File: src/rtl/mean_engine_param.sv
// Streams 2^len_log2 samples from a synchronous-read memory and reports mean/min/max/sum.
// Latency: done pulses in the cycle after start-edge + N + 2 (N = 2^len_log2, clamped to 2^ADDR_W).
// Backpressure: start is only accepted while ready=1; starts during a run are dropped, not queued.
// Optional rounded mean (round half up) when MEAN_ROUND_EN is defined; truncating mean otherwise.
module mean_engine_param #(
  parameter int DATA_W = 8,
  parameter int ADDR_W = 5,
  parameter int RES_W  = DATA_W + ADDR_W,
  localparam int LEN_W = $clog2(ADDR_W + 1)
) (
  input  logic              i_clk,
  input  logic              i_rst_n,
  input  logic              i_start,
  input  logic [1:0]        i_mode,
  input  logic [LEN_W-1:0]  i_len_log2,
  input  logic [ADDR_W-1:0] i_base,
  output logic              o_rd_en,
  output logic [ADDR_W-1:0] o_rd_addr,
  input  logic [DATA_W-1:0] i_rd_data,
  output logic              o_ready,
  output logic              o_done,
  output logic [RES_W-1:0]  o_result
);

  localparam logic [1:0] MODE_MEAN = 2'b00;
  localparam logic [1:0] MODE_MIN  = 2'b01;
  localparam logic [1:0] MODE_MAX  = 2'b10;

  typedef enum logic [1:0] {
    S_IDLE   = 2'd0,
    S_RUN    = 2'd1,
    S_DRAIN  = 2'd2,
    S_FINISH = 2'd3
  } state_t;

  state_t             r_state;
  state_t             w_next;

  logic [1:0]         r_mode;
  logic [LEN_W-1:0]   r_len;
  logic [ADDR_W-1:0]  r_base;
  logic [ADDR_W-1:0]  r_cnt;
  logic               r_vld;    // rd_data on this cycle belongs to the current run
  logic               r_first;  // next consumed sample seeds min/max
  logic [RES_W-1:0]   r_sum;
  logic [DATA_W-1:0]  r_min;
  logic [DATA_W-1:0]  r_max;
  logic [RES_W-1:0]   r_result;
  logic               r_done;

  logic [LEN_W-1:0]   w_len_clamped;
  logic [ADDR_W-1:0]  w_cnt_max;
  logic               w_last;
  logic [RES_W:0]     w_bias;
  logic [RES_W-1:0]   w_mean;
  logic [RES_W-1:0]   w_res;

  // Run length exponents beyond the address space collapse to a full sweep
  assign w_len_clamped = (i_len_log2 > LEN_W'(ADDR_W)) ? LEN_W'(ADDR_W) : i_len_log2;

  // Index of the final read: N-1, computed one bit wider so N = 2^ADDR_W works
  assign w_cnt_max = ADDR_W'(((ADDR_W+1)'(1) << r_len) - (ADDR_W+1)'(1));
  assign w_last    = (r_cnt == w_cnt_max);

  // Mean bias: half an LSB of the shifted result when rounding, nothing otherwise
  always_comb begin
    w_bias = '0;
`ifdef MEAN_ROUND_EN
    if (r_len != '0) begin
      w_bias = (RES_W+1)'(1) << (r_len - LEN_W'(1));
    end
`endif
  end

  // Extra headroom bit keeps sum + bias from overflowing before the shift
  assign w_mean = RES_W'(({1'b0, r_sum} + w_bias) >> r_len);

  // Select the statistic requested at start; min/max are zero-extended
  always_comb begin
    w_res = r_sum;
    case (r_mode)
      MODE_MEAN: w_res = w_mean;
      MODE_MIN:  w_res = RES_W'(r_min);
      MODE_MAX:  w_res = RES_W'(r_max);
      default:   w_res = r_sum;
    endcase
  end

  // State register
  always_ff @(posedge i_clk or negedge i_rst_n) begin
    if (!i_rst_n) begin
      r_state <= S_IDLE;
    end else begin
      r_state <= w_next;
    end
  end

  // Next-state: one issue cycle per sample, then drain the last read, then publish
  always_comb begin
    w_next = r_state;
    case (r_state)
      S_IDLE:   if (i_start) w_next = S_RUN;
      S_RUN:    if (w_last)  w_next = S_DRAIN;
      S_DRAIN:  w_next = S_FINISH;
      S_FINISH: w_next = S_IDLE;
      default:  w_next = S_IDLE;
    endcase
  end

  // Outputs decoded from state; address is parked at zero outside RUN
  always_comb begin
    o_ready   = 1'b0;
    o_rd_en   = 1'b0;
    o_rd_addr = '0;
    case (r_state)
      S_IDLE: o_ready = 1'b1;
      S_RUN: begin
        o_rd_en   = 1'b1;
        o_rd_addr = r_base + r_cnt;
      end
      default: ;
    endcase
  end

  // Latch run parameters at start; otherwise advance the issue counter
  always_ff @(posedge i_clk or negedge i_rst_n) begin
    if (!i_rst_n) begin
      r_mode <= '0;
      r_len  <= '0;
      r_base <= '0;
      r_cnt  <= '0;
    end else if (r_state == S_IDLE && i_start) begin
      r_mode <= i_mode;
      r_len  <= w_len_clamped;
      r_base <= i_base;
      r_cnt  <= '0;
    end else if (r_state == S_RUN) begin
      r_cnt  <= r_cnt + ADDR_W'(1);
    end
  end

  // Track which cycles carry returned read data (memory has one cycle of latency)
  always_ff @(posedge i_clk or negedge i_rst_n) begin
    if (!i_rst_n) begin
      r_vld <= 1'b0;
    end else begin
      r_vld <= (r_state == S_RUN);
    end
  end

  // Accumulate sum and track min/max; cleared at each accepted start
  always_ff @(posedge i_clk or negedge i_rst_n) begin
    if (!i_rst_n) begin
      r_sum   <= '0;
      r_min   <= '0;
      r_max   <= '0;
      r_first <= 1'b0;
    end else if (r_state == S_IDLE && i_start) begin
      r_sum   <= '0;
      r_min   <= '0;
      r_max   <= '0;
      r_first <= 1'b1;
    end else if (r_vld) begin
      r_sum   <= r_sum + RES_W'(i_rd_data);
      r_first <= 1'b0;
      if (r_first || i_rd_data < r_min) r_min <= i_rd_data;
      if (r_first || i_rd_data > r_max) r_max <= i_rd_data;
    end
  end

  // Publish the result and a one-cycle done as FINISH is left; result holds afterwards
  always_ff @(posedge i_clk or negedge i_rst_n) begin
    if (!i_rst_n) begin
      r_result <= '0;
      r_done   <= 1'b0;
    end else begin
      r_done <= (r_state == S_FINISH);
      if (r_state == S_FINISH) r_result <= w_res;
    end
  end

  assign o_done   = r_done;
  assign o_result = r_result;

endmodule

File: config.mk
export PLATFORM = sky130hd
export DESIGN_NAME = mean_engine_param
export DESIGN_NICKNAME = d
export VERILOG_FILES = /design/src/rtl/mean_engine_param.sv
export SDC_FILE = /design/constraint.sdc
export NUM_CORES = 1
export LEC_CHECK = 0
export CELL_PAD_IN_SITES_DETAIL_PLACEMENT = 0
export CELL_PAD_IN_SITES_GLOBAL_PLACEMENT = 1
export CORE_MARGIN = 2
export CORE_UTILIZATION = 30
export CTS_CLUSTER_DIAMETER = 50
export DETAILED_ROUTE_END_ITERATION = 10
export PLACE_DENSITY_LB_ADDON = 0.05
export RECOVER_POWER = 50
export SYNTH_ARGS = -nofsm -noshare
export SYNTH_HDL_FRONTEND = slang
export SYNTH_SLANG_ARGS = --single-unit
File: constraint.sdc
create_clock -name i_clk -period 3.7 [get_ports i_clk]
set_clock_uncertainty 0.2 [all_clocks]
set_input_delay 0.37 -clock i_clk [delete_from_list [all_inputs] [get_ports i_clk]]
set_output_delay 0.37 -clock i_clk [all_outputs]
set_load 0.02 [all_outputs]
=== Word level (Yosys, flattened, before mapping) ===
Index checks and enable logic that the tools add are counted.

* Input port bits: 21
* Word-level logic and storage cells: 61
* Flip-flop bits (word level): 62

* Reduce and logical (&&, ||, !) cells: 12
* Shift operators: 2
* Equality and inequality tests: 8
* Mux-type cells: 20
* Add/subtract/negate cells: 4
* $lt $le $gt $ge: 3

{| class="wikitable"
|+ Operator list
! kind !! count
|-
| $mux W8 || 6
|-
| $pmux W13 S3 || 1
|-
| $mux W13 || 2
|-
| $mux W5 || 3
|-
| $add A13 B8 Y13 || 1
|-
| $shr A13 B3 Y13 || 1
|-
| $gt A8 B8 Y1 || 1
|-
| $lt A8 B8 Y1 || 1
|-
| $pmux W2 S4 || 1
|-
| $reduce_bool A2 Y1 || 4
|-
| $eq A2 B2 Y1 const B || 3
|-
| $reduce_and A2 Y1 || 3
|-
| $add A5 B1 Y5 const B || 1
|-
| $add A5 B5 Y5 || 1
|-
| $eq A5 B5 Y1 || 1
|-
| $shl A1 B3 Y5 const A || 1
|-
| $sub A5 B2 Y5 const B || 1
|-
| $eq A2 B1 Y1 const B || 2
|-
| $logic_not A2 Y1 || 2
|-
| $mux W1 || 4
|-
| $mux W2 || 2
|-
| $ne A2 B2 Y1 const B || 2
|-
| $gt A3 B3 Y1 const B || 1
|-
| $mux W3 || 1
|-
| 2 further kinds || 3
|}

=== Longest topological paths before layout ===
Gate-level depths: netlist of the first run.

* Word-level depth: 5
* Mapped depth: 9
* Gate-level depth less buffers: 8

=== Worst setup path after synthesis of the first run ===
OpenSTA, ideal clock, no wires.

* Path kind: reg2reg
* Start point: register r_len[0]
* End point: register r_state[1]
* Buffers on the path: 2
* Required time: 3.375 ns
* Slack: 0.626 ns
* Arrival time: 2.749 ns
* Cell stages (with the launch flop): 10
* Cells stage by stage: dfrtp_1 -> buf_2 -> clkbuf_1 -> or3b_2 -> ha_1 -> nor4b_1 -> o31a_1 -> o2111ai_1 -> a21oi_1 -> mux2_2

* Longest elaborated chain between the ends: 5

{| class="wikitable"
|+ Ends and longest elaborated chain
! element !! line !! text
|-
| start: declaration || 40 || <nowiki>logic [LEN_W-1:0] r_len;</nowiki>
|-
| start signal: assignment || 134 || <nowiki>r_len <= w_len_clamped;</nowiki>
|-
| $shl A1 B3 Y5 || 62 || <nowiki>assign w_cnt_max = ADDR_W'(((ADDR_W+1)'(1) << r_len) - (ADDR_W+1)'(1));</nowiki>
|-
| $sub A5 B2 Y5 || 62 ||
|-
| $eq A5 B5 Y1 || 63 || <nowiki>assign w_last = (r_cnt == w_cnt_max);</nowiki>
|-
| $ne A2 B2 Y1 (no source line) || -- ||
|-
| $reduce_and A2 Y1 (no source line) || -- ||
|-
| end signal: assignment || 94 || <nowiki>r_state <= w_next;</nowiki>
|-
| end: declaration || 36 || <nowiki>state_t r_state;</nowiki>
|}

No other way between the ends.
A chain may end at the register's enable or synchronous reset.

=== Worst setup path in the final report of the first run ===
* Start point: register r_cnt[0]
* End point: output o_rd_addr[4]

* Longest elaborated chain between the ends: 2

{| class="wikitable"
|+ Ends and longest elaborated chain
! element !! line !! text
|-
| start: declaration || 42 || <nowiki>logic [ADDR_W-1:0] r_cnt;</nowiki>
|-
| start signal: assignment || 138 || <nowiki>r_cnt <= r_cnt + ADDR_W'(1);</nowiki>
|-
| $add A5 B5 Y5 || 119 || <nowiki>o_rd_addr = r_base + r_cnt;</nowiki>
|-
| $mux W5 || 115 || <nowiki>case (r_state)</nowiki>
|-
| end: declaration || 18 || <nowiki>output logic [ADDR_W-1:0] o_rd_addr,</nowiki>
|}

No other way between the ends.

==> impl_metrics.json, run 1 <==
{
  "r2r-start": "r_len[0]$_DFFE_PN0P_",
  "grtUsageMet3_pct": 4.639,
  "status": "complete, but fails checks",
  "slew_headroom_pct": -53.24,
  "avgSynthCellArea_um2": 9.186,
  "diodes": 0,
  "drc": 0,
  "synthArstFlopShare_pct": 100.0,
  "synth_compound_area_share_pct": 18.25,
  "antenna_found_initial": 0,
  "synth_nets": 530,
  "synth-simple-area-share_pct": 16.75,
  "arrival_ns": 2.72,
  "placementRows": 44,
  "die_h_um": 124.5,
  "dr.pass1.iters": 6,
  "syn_inst": 474,
  "ios": 42,
  "via_count": 3677,
  "power_density_mw_per_mm2": 927.1,
  "clock-root-buffer": "clkbuf_16",
  "cts_buffers": 9,
  "required_ns": 3.13,
  "cp.depth": 7,
  "leakagePower_nw": 2.307,
  "min_path_cells": 2,
  "min_period_over_period_pct": 88.86,
  "slew_violations": 41,
  "hold_end": "r_base[3]$_DFFE_PN0P_",
  "synth_top_family_by_area": "compound AO/OA/AOI/OAI gates",
  "r2r-end": "r_state[1]$_DFFE_PN0P_",
  "die_x_um": 124.5,
  "worstHoldPathType": "flop to flop",
  "grt_pass1_wl_um": 20710,
  "timing.fmax_mhz": 304.2,
  "grt_util_met2_pct": 26.20,
  "die-area_mm2": 0.01549,
  "rsz0062_at_grt": "no",
  "cts.sinks": 62,
  "utilization_pct": 36.35,
  "worst_slack_ns": 0.4122,
  "fillers": 1449,
  "ir_drop_mv": 0.3751,
  "synth_fa_ha_area_share_pct": 10.40,
  "cp_top_family": "adder cells",
  "syn_area_mm2": 0.004354,
  "nNetsFinal": 563,
  "r2r_cells": 8,
  "busiest_layer": "met2",
  "synth_xor_area_share_pct": 3.017,
  "violations": "max-capacitance violations, max-slew violations",
  "critical_path_buf_inv_count": 1,
  "drtAntennaViolNets": 0,
  "cts_hold_buffers": 0,
  "critPathKind": "flop to output port",
  "place_congestion": 0.7464,
  "cp-end-kind": "output port",
  "synth_top_flop_cell": "dfrtp_1",
  "cp-start-kind": "flop",
  "whs_ns": 0.2851,
  "grt_overflow_total": 0,
  "synth-seq-area-share_pct": 35.63,
  "setup_viol_count_final": 0,
  "pre_cts_slack_ns": 0.6307,
  "clock_insertion_delay_worst_skew_ns": 0.34,
  "yosys_warnings": 0,
  "ys_seq_elements": 62,
  "dpl.hpwl_um": 9292,
  "crit_chain": "ha_1, fa_1, a21o_1, a21oi_1, xnor2_1, and2_1, clkdlybuf4s50_1",
  "yosysUniqueCellTypes": 59,
  "start_util_pct": 30.30,
  "synth-edff-count": 0,
  "clk_pin_slew_ns": 0.05,
  "io_buffers": 41,
  "wl_per_cell_um": 18.40,
  "avgViaCountPerCell": 5.291,
  "h-tree-depth": 3,
  "grt_max_degree": 41,
  "clk_path_buf_depth": 2,
  "first_iter_violations": 202,
  "drv_cap": 1,
  "routed_wl_um": 12790,
  "min_period_ns": 3.288,
  "cp_max_fo": 5,
  "cp_slowest_cell": "clkdlybuf4s50_1",
  "tns_ns": 0,
  "core-area_mm2": 0.01437,
  "cp_slowest_stage_delay_ns": 0.60,
  "tritoncts": "done",
  "drive_gt1_share_pct": 7.241,
  "cts_setup_buffers": 0,
  "grt_pass1_vias": 3647,
  "cts_resized": 0,
  "hp-start": "r_base[3]$_DFFE_PN0P_",
  "hold_viol": 0,
  "area_delta_synth_final_pct": 19.97,
  "grt_use_met1_pct": 24.13,
  "tightest_slew_ns": 2.299,
  "yosys-mux-area-fraction_pct": 10.49,
  "grt.total_usage_pct": 17.25,
  "rrSetupSlack_ns": 0.64
}
-- cell families (layout without fill, tap and decap cells) --
group                    after synthesis  after routing
buffers and inverters                 58             95
XOR/XNOR                              15             15
AO/OA/AOI/OAI                        114            114
AND/OR/NAND/NOR                      155            155
adder cells (fa/ha/maj)               35             35
flip-flops                            62             62
multiplexers                          35             35
-- metrics by stage --
stage / power [mW] / instance area [µm²] / std cells
floorplan: 3.203 / 4354 / 474
global placement: 4.046 / 4940 / 680
detailed placement: 4.067 / 4940 / 680
CTS: 4.920 / 5228 / 695
global route: 5.277 / 5224 / 695
finish: 4.843 / 5224 / 695
-- worst reg2reg max path, cell delays in order (launching register included) --
cell and delay [ns]:
dfrtp_1 0.45, nor3_1 0.57, inv_1 0.10, ha_1 0.27, nor4b_1 0.35, o31a_1 0.19, o2111ai_1 0.19, a21oi_1 0.28
mux2_2 0.36
-- per-layer routing --
metal	vias to the layer above	wire length, µm
met2	75	5580
li1	1795	-
met1	1792	6465
met3	15	513
met5	-	0
met4	0	229
-- cell usage in the layout (no fill, tap or decap), types with 5 or more instances in the layout --
cell | synthesis | final
xor2_1 | 8 | 8
a21o_1 | 7 | 7
xnor2_1 | 7 | 7
nand2_1 | 50 | 50
nor3_1 | 9 | 9
nand4_1 | 5 | 5
ha_1 | 33 | 33
nand3b_1 | 6 | 6
dfrtp_1 | 62 | 62
nand3_1 | 20 | 20
mux2i_1 | 25 | 25
a311o_1 | 8 | 8
clkdlybuf4s50_1 | 0 | 33
clkbuf_16 | 0 | 9
buf_4 | 0 | 10
inv_1 | 28 | 28
and2_1 | 7 | 6
o21ai_0 | 18 | 18
dlygate4sd3_1 | 0 | 7
a21oi_1 | 27 | 27
nor2_1 | 40 | 40
a22o_1 | 8 | 8
a211oi_1 | 8 | 8
a31oi_1 | 5 | 5
-- cell usage after synthesis (2+ instances only) --
library cell	number	area, µm²
inv_1	28	105.1
mux2i_1	25	250.2
nand4_1	5	31.28
nand2_1	50	187.7
xnor2_1	7	61.31
a21o_1	7	52.55
fa_1	2	40.04
o21ai_1	2	10.01
mux4_1	3	78.83
a22o_1	8	70.07
nand3_1	20	100.1
mux4_2	4	90.09
mux2_2	2	22.52
a221oi_1	2	17.52
nor3_1	9	45.04
o21bai_1	3	22.52
a22oi_1	4	30.03
nand3b_1	6	45.04
o21ai_0	18	90.09
a21oi_1	27	135.1
a31o_2	3	26.28
and2_1	7	43.79
xor2_1	8	70.07
and3_1	2	12.51
a221o_1	2	20.02
ha_1	33	412.9
nor4_1	2	12.51
a211oi_1	8	60.06
dfrtp_1	62	1551
nor2b_1	2	12.51
buf_2	4	20.02
a31oi_1	5	31.28
o211ai_1	2	15.01
nand2b_1	4	25.02
buf_6	2	22.52
a311o_1	8	80.08
o221a_2	2	22.52
o31ai_1	2	15.01
nor2_1	40	150.1
buf_1	4	15.01
nor3b_1	3	22.52
clkbuf_1	20	75.07
-- worst max-delay path by stage --
stage | start | end | slack, ns
3_5_place_dp | r_len[0]$_DFFE_PN0P_ | r_state[1]$_DFFE_PN0P_ | 0.63
5_1_grt | r_cnt[0]$_DFFE_PN0P_ | o_rd_addr[4] | 0.32
3_3_place_gp | r_len[0]$_DFFE_PN0P_ | r_state[1]$_DFFE_PN0P_ | 0.68
4_1_cts | r_cnt[0]$_DFFE_PN0P_ | o_rd_addr[4] | 0.39
6_report | r_cnt[0]$_DFFE_PN0P_ | o_rd_addr[4] | 0.41
2_1_floorplan | r_len[0]$_DFFE_PN0P_ | r_state[1]$_DFFE_PN0P_ | 0.63
-- final cells by class --
class                   count  area, µm²  share of cell area [%]
repair buffers             52      484.2                   9.269
clock buffers              15      287.8                   5.509
multi-input cells         354       2565                   49.10
well taps                 184      230.2                   4.407
inverters                  28      105.1                   2.012
flip-flops and latches     62       1551                   29.70
-- registers in the layout (all words and copies together) (netlist names) --
signal,cells
r_base,5
r_state,2
r_cnt,5
o_result,13
r_mode,2
o_done,1
r_min,8
r_len,3
r_max,8
r_vld,1
r_sum,13
r_first,1
-- power by group --
group          leakage (nW)  internal (mW)  switching [mW]
Clock                 0.142          0.523           0.299
Combinational          1.38           1.21            1.42
Sequential            0.780          0.979           0.414
Total                  2.31           2.71            2.13
Note: power is estimated with default switching activity, not from simulation.
==> run 2, diff against run 1 <==
--- a/config.mk
+++ b/config.mk
@@ -9,5 +9,5 @@
 export CELL_PAD_IN_SITES_GLOBAL_PLACEMENT = 1
 export CORE_MARGIN = 2
-export CORE_UTILIZATION = 30
+export CORE_UTILIZATION = 43
 export CTS_CLUSTER_DIAMETER = 50
 export DETAILED_ROUTE_END_ITERATION = 10
@@ -17,2 +17,3 @@
 export SYNTH_HDL_FRONTEND = slang
 export SYNTH_SLANG_ARGS = --single-unit
+export TNS_END_PERCENT = 1
--- a/constraint.sdc
+++ b/constraint.sdc
@@ -3,3 +3,3 @@
 set_input_delay 0.37 -clock i_clk [delete_from_list [all_inputs] [get_ports i_clk]]
 set_output_delay 0.37 -clock i_clk [all_outputs]
-set_load 0.02 [all_outputs]
+set_load 0.1 [all_outputs]
==> impl_metrics.json, run 2 (synthesis results as in run 1) <==
{
  "slew_headroom_pct": -57.25,
  "core-area_mm2": 0.009819,
  "r2r-end": "r_state[1]$_DFFE_PN0P_",
  "dr.pass1.iters": 4,
  "first_iter_violations": 207,
  "critPathKind": "flop to flop",
  "area_delta_synth_final_pct": 15.14,
  "timing.fmax_mhz": 321.6,
  "grt_overflow_total": 0,
  "cp-start-kind": "flop",
  "routed_wl_um": 11080,
  "setup.worst_path.end": "r_state[1]$_DFFE_PN0P_",
  "rsz0062_at_grt": "no",
  "worstHoldPathType": "flop to flop",
  "clock-root-buffer": "clkbuf_8",
  "place_congestion": 0.8248,
  "final_common_cell": "dfrtp_1",
  "min_period_ns": 3.110,
  "h-tree-depth": 3,
  "drv_cap": 1,
  "avgViaCountPerCell": 5.745,
  "setup_viol_count_final": 0,
  "drtAntennaViolNets": 0,
  "nNetsFinal": 562,
  "cts_setup_buffers": 0,
  "grt_pass1_wl_um": 18400,
  "cp.depth": 8,
  "r2r-start": "r_len[2]$_DFFE_PN0P_",
  "io_buffers": 41,
  "placementRows": 36,
  "ios": 42,
  "tightest_slew_ns": 2.359,
  "dpl.hpwl_um": 8000,
  "cp_top_family": "simple AND/OR/NAND/NOR gates",
  "grt_max_degree": 44,
  "antenna_found_initial": 0,
  "die_h_um": 104.6,
  "clk_path_buf_depth": 2,
  "layout_common_cells": "dfrtp_1 (62), nand2_1 (50), nor2_1 (40)",
  "grt.total_usage_pct": 21.17,
  "cp-startpoint": "r_len[2]$_DFFE_PN0P_",
  "cp-end-kind": "flop",
  "tritoncts": "done",
  "hold_viol": 0,
  "crit_chain": "nor3_1, inv_1, ha_1, nor4b_1, o31a_1, o2111ai_1, a21oi_1, mux2_2",
  "fillers": 971,
  "cts_resized": 0,
  "cts_buffers": 9,
  "cp_slowest_cell": "nor3_1",
  "tns_ns": 0,
  "start_util_pct": 44.34,
  "cts.sinks": 62,
  "arrival_ns": 3.13,
  "drc": 0,
  "violations": "max-capacitance violations, max-slew violations",
  "stdcell_count": 644,
  "min_period_over_period_pct": 84.05,
  "diodes": 0,
  "die-area_mm2": 0.01095,
  "slew_violations": 42,
  "cts_hold_buffers": 0,
  "required_ns": 3.72,
  "grt_pass1_vias": 3534,
  "min_path_cells": 2,
  "critical_path_buf_inv_count": 1,
  "cp_slowest_stage_delay_ns": 0.58,
  "rrSetupSlack_ns": 0.59,
  "cp_max_fo": 9,
  "dp.cells": 628,
  "r2r_cells": 8,
  "clock_insertion_delay_worst_skew_ns": 0.34,
  "clk_pin_slew_ns": 0.07,
  "drive_gt1_share_pct": 8.219,
  "wl_per_cell_um": 17.20,
  "via_count": 3700,
  "status": "complete, but fails checks",
  "die_x_um": 104.6
}
[run 2: cell count changes in the layout (fill, tap and decap cells not counted)]
cell and delta:
clkbuf_16 -9, dlygate4sd3_1 -7, clkbuf_8 +6, buf_4 +4, clkinv_2 +3, and2_0 +1, and2_1 -1, clkbuf_1 +1
clkdlybuf4s50_1 +1, clkinvlp_4 +1
[run 2: area by class of cell]
class | count | area, µm² | share of cell area [%]
Sequential cell | 62 | 1551 | 30.95
Multi-Input combinational cell | 354 | 2565 | 51.16
Clock buffer | 12 | 145.1 | 2.895
Inverter | 28 | 105.1 | 2.096
Clock inverter | 4 | 22.52 | 0.4492
Tap cell | 133 | 166.4 | 3.319
Timing Repair Buffer | 51 | 457.9 | 9.134
[run 2: worst min-delay path by stage]
stage / from / slack [ns] / to
final: r_base[2]$_DFFE_PN0P_ / 0.29 / r_base[2]$_DFFE_PN0P_
after global routing: r_base[0]$_DFFE_PN0P_ / 0.32 / r_base[0]$_DFFE_PN0P_
after CTS: i_rst_n / 0.01 / r_max[7]$_DFFE_PN0P_
after detailed placement: r_base[0]$_DFFE_PN0P_ / 0.28 / r_base[0]$_DFFE_PN0P_
after global placement: r_base[0]$_DFFE_PN0P_ / 0.27 / r_base[0]$_DFFE_PN0P_
after floorplan: i_rst_n / -0.13 / o_done$_DFF_PN0_
[run 2: through the flow]
step	utilization (%)	hold slack [ns]	area (µm²)	worst slack (ns)
6_report	51.06	0.2884	5014	0.5903
5_1_grt	51.06	0.3213	5014	0.4618
4_1_cts	51.13	0.01010	5021	0.6525
3_5_place_dp	49.43	0.2776	4853	0.6561
3_3_place_gp	49.43	0.2734	4853	0.7530
2_1_floorplan	-	-0.1256	4354	0.6230
[run 2: worst reg2reg max path, delay by kind of cell (launching register included)]
kind	cells	cell delay, ns
simple gates	2	0.95
compound gates	3	0.63
flops	1	0.48
mux	1	0.36
fa+ha+maj	1	0.27
buf+inv	1	0.10
[run 2: metal layers]
| layer | wire (µm) | vias up | track usage [%] |
|---|---|---|---|
| li1 | - | 1786 | - |
| met1 | 5501 | 1814 | 30.80 |
| met2 | 4997 | 88 | 33.15 |
| met3 | 454 | 12 | 2.870 |
| met4 | 125 | 0 | 5.714 |
| met5 | 0 | - | 0 |
Power of run 2 is not shown: default switching activity piles up to over one toggle a cycle in this logic, so the estimate is an artifact.
